--- config.mk ---
export PLATFORM = sky130hd
export DESIGN_NAME = prio_dump_scheduler
export DESIGN_NICKNAME = d
export VERILOG_FILES = /design/src/rtl/prio_dump_scheduler.sv
export SDC_FILE = /design/constraint.sdc
export NUM_CORES = 1
export LEC_CHECK = 0
export ABC_AREA = 1
export CAP_MARGIN = 0
export CORE_AREA = 2 2 85 87
export DETAILED_ROUTE_END_ITERATION = 10
export DIE_AREA = 0 0 87 89
export PLACE_DENSITY = 0.57
export SLEW_MARGIN = 20
export SYNTH_ARGS = -nofsm -noshare
export SYNTH_HDL_FRONTEND = slang
export SYNTH_SLANG_ARGS = --single-unit
export TNS_END_PERCENT = 1
--- constraint.sdc ---
create_clock -name clk_i -period 3.3 [get_ports clk_i]
set_clock_uncertainty 0.2 [all_clocks]
set_input_delay 0.495 -clock clk_i [delete_from_list [all_inputs] [get_ports clk_i]]
set_output_delay 0.495 -clock clk_i [all_outputs]
set_load 0.02 [all_outputs]
--- src/rtl/prio_dump_scheduler.sv ---
// -----------------------------------------------------------------------------
// prio_dump_scheduler
//
// Channel-service scheduler for the encoder front end. An arm pulse in IDLE
// captures a request mask. Pending channels are then granted one at a time,
// both as a one-hot vector and as an index. Each dump retires the current
// grant. When nothing is left pending, a single-cycle DONE state pulses
// cycle_done_o and the block returns to IDLE.
//
// Two arbitration modes are available:
//   RR_MODE=0 : fixed priority, where the lowest set index wins.
//   RR_MODE=1 : round-robin. The lowest set index at or above rr_ptr wins,
//               and the search wraps to the lowest set index overall.
//
// Ports:
//   clk_i          rising-edge clock
//   resetn_i       asynchronous active-low reset
//   ch_sel_i       request mask, sampled while arm_i=1
//   arm_i          start a cycle (IDLE) / merge late requests (SERVE)
//   dump_i         current grant consumed; retire it
//   abort_i        cancel the cycle and return to IDLE (highest priority)
//   ch_sel_o       one-hot grant, zero when valid_o=0
//   grant_idx_o    index of the granted channel, zero when valid_o=0
//   valid_o        a grant is being presented
//   zero_o         pending mask is empty
//   cycle_done_o   one-cycle pulse after the last retirement
//   busy_o         state is not IDLE
//   served_cnt_o   grants retired in this cycle (saturates at N_CH)
// -----------------------------------------------------------------------------
module prio_dump_scheduler #(
  parameter int N_CH    = 16,
  parameter int RR_MODE = 0,
  parameter int IDX_W   = $clog2(N_CH),
  parameter int CNT_W   = $clog2(N_CH + 1)
) (
  input  logic              clk_i,
  input  logic              resetn_i,
  input  logic [N_CH-1:0]   ch_sel_i,
  input  logic              arm_i,
  input  logic              dump_i,
  input  logic              abort_i,
  output logic [N_CH-1:0]   ch_sel_o,
  output logic [IDX_W-1:0]  grant_idx_o,
  output logic              valid_o,
  output logic              zero_o,
  output logic              cycle_done_o,
  output logic              busy_o,
  output logic [CNT_W-1:0]  served_cnt_o
);

  typedef enum logic [1:0] {
    S_IDLE  = 2'd0,
    S_SERVE = 2'd1,
    S_DONE  = 2'd2
  } state_t;

  localparam logic [IDX_W-1:0] LAST_IDX = IDX_W'(N_CH - 1);
  localparam logic [CNT_W-1:0] CNT_MAX  = CNT_W'(N_CH);

  state_t             state_reg, state_next;
  logic [N_CH-1:0]    pending_reg, pending_next;
  logic [IDX_W-1:0]   rr_ptr_reg, rr_ptr_next;
  logic [CNT_W-1:0]   served_cnt_reg, served_cnt_next;

  logic [N_CH-1:0]    elig_hi;      // pending channels at or above rr_ptr
  logic [N_CH-1:0]    grant_oh;
  logic [IDX_W-1:0]   grant_idx;
  logic               grant_valid;
  logic [N_CH-1:0]    retire_mask;
  logic [N_CH-1:0]    merge_mask;

  // Returns the index of the lowest set bit. The scan runs downward so that
  // the last assignment is the lowest index.
  function automatic logic [IDX_W-1:0] lowest_idx(input logic [N_CH-1:0] m);
    logic [IDX_W-1:0] r;
    r = '0;
    for (int i = N_CH - 1; i >= 0; i--) begin
      if (m[i]) r = IDX_W'(i);
    end
    return r;
  endfunction

  // ---------------------------------------------------------------------------
  // Grant selection. This logic is purely combinational from the registered
  // state, so a change in pending shows up at the grant outputs in the same
  // cycle.
  // ---------------------------------------------------------------------------
  generate
    for (genvar gi = 0; gi < N_CH; gi++) begin : g_elig
      localparam logic [IDX_W-1:0] GI_IDX = IDX_W'(gi);
      assign elig_hi[gi] = pending_reg[gi] && (GI_IDX >= rr_ptr_reg);
    end
  endgenerate

  assign grant_valid = (state_reg == S_SERVE) && (pending_reg != '0);

  always_comb begin
    grant_idx = lowest_idx(pending_reg);
    // In round-robin mode, prefer channels at or above the pointer. When none
    // exist, fall back to the plain lowest index, which gives the wrap-around.
    if (RR_MODE == 1 && elig_hi != '0) begin
      grant_idx = lowest_idx(elig_hi);
    end
  end

  generate
    for (genvar gi = 0; gi < N_CH; gi++) begin : g_onehot
      localparam logic [IDX_W-1:0] GI_IDX = IDX_W'(gi);
      assign grant_oh[gi] = grant_valid && (grant_idx == GI_IDX);
    end
  endgenerate

  assign retire_mask = dump_i ? grant_oh : '0;
  assign merge_mask  = arm_i ? ch_sel_i : '0;

  // ---------------------------------------------------------------------------
  // Next-state logic
  // ---------------------------------------------------------------------------
  always_comb begin
    state_next      = state_reg;
    pending_next    = pending_reg;
    rr_ptr_next     = rr_ptr_reg;
    served_cnt_next = served_cnt_reg;

    if (abort_i) begin
      // An abort drops all pending work. The counter and rr_ptr keep their
      // values so that the next cycle resumes round-robin where it stopped.
      state_next   = S_IDLE;
      pending_next = '0;
    end else begin
      case (state_reg)
        S_IDLE: begin
          if (arm_i) begin
            pending_next    = ch_sel_i;
            served_cnt_next = '0;
            // An empty arm still passes through DONE, so the requester
            // always receives a completion pulse.
            state_next      = (ch_sel_i != '0) ? S_SERVE : S_DONE;
          end
        end

        S_SERVE: begin
          // The set term is applied after the clear term. A channel that is
          // retired and re-requested in the same cycle therefore stays pending.
          pending_next = (pending_reg & ~retire_mask) | merge_mask;
          if (dump_i && grant_valid) begin
            if (served_cnt_reg != CNT_MAX) begin
              served_cnt_next = served_cnt_reg + CNT_W'(1);
            end
            if (RR_MODE == 1) begin
              rr_ptr_next = (grant_idx == LAST_IDX) ? '0 : grant_idx + IDX_W'(1);
            end
          end
          state_next = (pending_next == '0) ? S_DONE : S_SERVE;
        end

        S_DONE: begin
          state_next = S_IDLE;
        end

        default: begin
          state_next   = S_IDLE;
          pending_next = '0;
        end
      endcase
    end
  end

  // ---------------------------------------------------------------------------
  // State registers
  // ---------------------------------------------------------------------------
  always_ff @(posedge clk_i or negedge resetn_i) begin
    if (!resetn_i) begin
      state_reg      <= S_IDLE;
      pending_reg    <= '0;
      rr_ptr_reg     <= '0;
      served_cnt_reg <= '0;
    end else begin
      state_reg      <= state_next;
      pending_reg    <= pending_next;
      rr_ptr_reg     <= rr_ptr_next;
      served_cnt_reg <= served_cnt_next;
    end
  end

  // ---------------------------------------------------------------------------
  // Outputs
  // ---------------------------------------------------------------------------
  assign ch_sel_o     = grant_oh;
  assign grant_idx_o  = grant_valid ? grant_idx : '0;
  assign valid_o      = grant_valid;
  assign zero_o       = (pending_reg == '0);
  assign cycle_done_o = (state_reg == S_DONE);
  assign busy_o       = (state_reg != S_IDLE);
  assign served_cnt_o = served_cnt_reg;

endmodule

==> flow_metrics.tcl <==
set metrics [dict create \
    htree_num_levels 1 \
    io_pins 50 \
    cp-end-kind "output pin" \
    post_cts_buffers 0 \
    drt-initial-drc-count 205 \
    cts_buffer_depth 2 \
    yosys_warnings 0 \
    hold_ws_ns 0.376 \
    path_max_fanout 16 \
    start_util 0.297 \
    cp-startpoint "state_reg[0]" \
    status "complete, no violations" \
    cp_cell_sequence "inv_2 > nor2_8 > inv_2 > nor2_4 > inv_2 > nor2_4 > nand2_2 > inv_2 > nand4_1 > inv_2 > clkdlybuf4s50_1" \
    holdBufCountCts 0 \
    synthTopCellsByCount "79 x nand2_1, 32 x inv_1, 26 x nor2_1, 26 x o21ai_0, 23 x dfrtp_1" \
    wire_per_inst_um 15.4 \
    yosys_register_bits 23 \
    wl_um 6660 \
    viasPerCell 5.02 \
    final_area_mm2 0.00266 \
    gp_congestion 0.942 \
    largest_reg_flops 16 \
    reg2reg_to "state_reg[0]" \
    worst_hold_path_type "input pin to async pin" \
    synthesis.nets 325 \
    hold_viol 0 \
    yosysMostFrequentCell "nand2_1" \
    layout-drive-gt1-share 0.159 \
    ant_nets 0 \
    synthDominantCellAreaShare 0.289 \
    placed_cell_area_mm2 0.00259 \
    crit_path_end "ch_sel_o[7]" \
    grt_pass1_vias 2249 \
    timing.critical_path.mode_cell "inv_2" \
    synth-edff-count 0 \
    critical-path-max-stage-delay_ns 0.60 \
    cpMaxStageDelayCell "clkdlybuf4s50_1" \
    drt_first_pass_iters 5 \
    area_growth_pct 33.4 \
    grt_use_total 0.188 \
    ys_types 37 \
    clock_sink_count 23 \
    drv_slew 0 \
    netlist_area_mm2 0.00199 \
    drc 0 \
    setup_violations 0 \
    ys.flop_type "dfrtp_1" \
    yosys.area.top_type "dfrtp_1" \
    rows 30 \
    grt_pass1_wl_um 11300 \
    num_antenna_cells 0 \
    critPathLaunchType "register" \
    insertion_delay_ns 0.27 \
    criticalPathCategory "register to output pin" \
    fin_crit_sh 0.950 \
    cts.reportedPaths.clkPinSlew_ns 0.09 \
    grt_max_degree 24 \
    syn_inst 302 \
    dpl.hpwl_um 5230 \
    max_freq_mhz 319 \
    critPathRequiredTime_ns 2.60 \
    nNetsFinal 377 \
    antenna_found_initial 0 \
    chipHeight_um 89 \
    reg2reg_slack_ns 0.63 \
    synth.avg_cell_area_um2 6.60 \
    ir_drop_v 0.000136 \
    regToRegStartpoint "pending_reg[14]" \
    seq_area_frac_synth 0.289 \
    cts_root_buf "clkbuf_8" \
    grt_overflow 0 \
    worstMarginPinSlew_ns 0.613 \
    period_needed_ns 3.14 \
    power.leakage_uw 0.00134 \
    synth_area_leaders "dfrtp_1 29%, nand2_1 15%, o21ai_0 6.5%, inv_1 6.0%, nor2_1 4.9%" \
    cp.buffers_inverters 6 \
    die-area_mm2 0.00774 \
    ys_async_sr_fraction 1.00 \
    dieWidth_um 87 \
    cp_num_cells 11 \
    worstPathArrival_ns 2.44 \
    drv_cap 0 \
    p_per_area_mw_per_mm2 354 \
    cts_made_buffers 3 \
    worstRegToRegCells 24 \
    rsz0062_at_grt "true" \
    cts_tree "yes" \
    core_mm2 0.00672 \
    port_buffers 49 \
    vias 2172 \
    crit_family "buffers and inverters" \
    relSlewSlack 0.591 \
]
repair_timing:
| item | CTS | global route |
|---|---|---|
| resized for setup | 3 | 13 |
| pin swaps | 0 | 1 |
| setup endpoints to repair | 3 | 14 |
cells by family (layout without fill, tap and decap cells):
group,count (synthesis),after routing,share of synthesized area
buffers and inverters,57,108,0.110
DFF,23,23,0.289
and+or+nand+nor,162,162,0.409
adders and majority gates,2,2,0.0125
AOI/OAI and AO/OA,57,57,0.176
xor gates and xnor gates,1,1,0.00439
cell type report:
class	count	area [um^2]
fill	723	4060
multi-input combinational	222	1200
sequential	23	577
timing repair buffer	55	549
inverter	49	184
tap	80	100
clock buffer	4	45.0
per-layer routing:
layer	up-vias	wire, um	global-route usage
met5	-	0	0
li1	1094	-	-
met2	70	3040	0.310
met1	996	3020	0.249
met4	0	163	0.0781
met3	12	432	0.0259
worst min path at each step:
stage               startpoint               to  slack (ns)  cells past startpoint
2_1_floorplan         resetn_i   pending_reg[0]     -0.0006                      0
3_3_place_gp    pending_reg[4]   pending_reg[4]        0.37                      2
3_5_place_dp   pending_reg[14]  pending_reg[14]        0.38                      2
4_1_cts               resetn_i     state_reg[1]        0.39                      2
5_1_grt               resetn_i     state_reg[1]        0.41                      2
6_report              resetn_i     state_reg[1]        0.38                      2
placed cells by master (no fill, tap or decap), types with 2 or more instances in the layout:
cell type	n
buf_4	6
inv_2	17
ha_1	2
nand2_2	4
nor2_2	4
clkdlybuf4s50_1	38
nor4_1	4
nor2_1	26
a21boi_1	3
o22ai_1	7
a21boi_0	4
dfrtp_1	22
nand3_1	11
nand3_2	2
a21oi_2	2
clkbuf_8	3
a21boi_2	2
a21oi_1	6
dlymetal6s2s_1	8
nand2_4	5
nand4_1	14
inv_1	32
a22oi_1	4
nor3_1	3
o21ai_0	26
nand2_1	79
nor2_4	4
metrics by stage:
step	setup slack (ns)	power, uW	instances	util	setup TNS, ns
after floorplan	0.838	605	302	-	0
after global placement	0.235	754	429	0.386	0
after detailed placement	0.249	755	429	0.386	0
after CTS	0.0483	942	433	0.392	0
after global routing	-0.000844	1010	433	0.396	-0.000844
final	0.164	942	433	0.396	0
power by group:
group          switching, uW  leakage, uW  internal [uW]  total [uW]
sequential              21.0     0.000307            303         324
clock                    104    0.0000228           86.6         191
combinational            276      0.00101            151         427
total                    401      0.00134            541         942
worst reg2reg max path, cell delays in order (launching register included):
cell and delay [ns]:
dfrtp_1 0.41, inv_2 0.08, nand2_1 0.05, nand2_1 0.06, nand2_1 0.05, nand2_1 0.05
nand2_1 0.04, nand2_1 0.06, nand2_1 0.07, nand2_1 0.07, nand2_1 0.04, nand2_1 0.05
nand2_1 0.06, nand2_2 0.14, nand2_4 0.11, nand2_4 0.09, nand4_1 0.10, o21ai_0 0.25
nand2_1 0.11, nor2_1 0.10, nand2_1 0.08, nor2_1 0.09, nand2_1 0.08, nand2_1 0.06
a21oi_1 0.06
(Power assumes the default switching activity.)
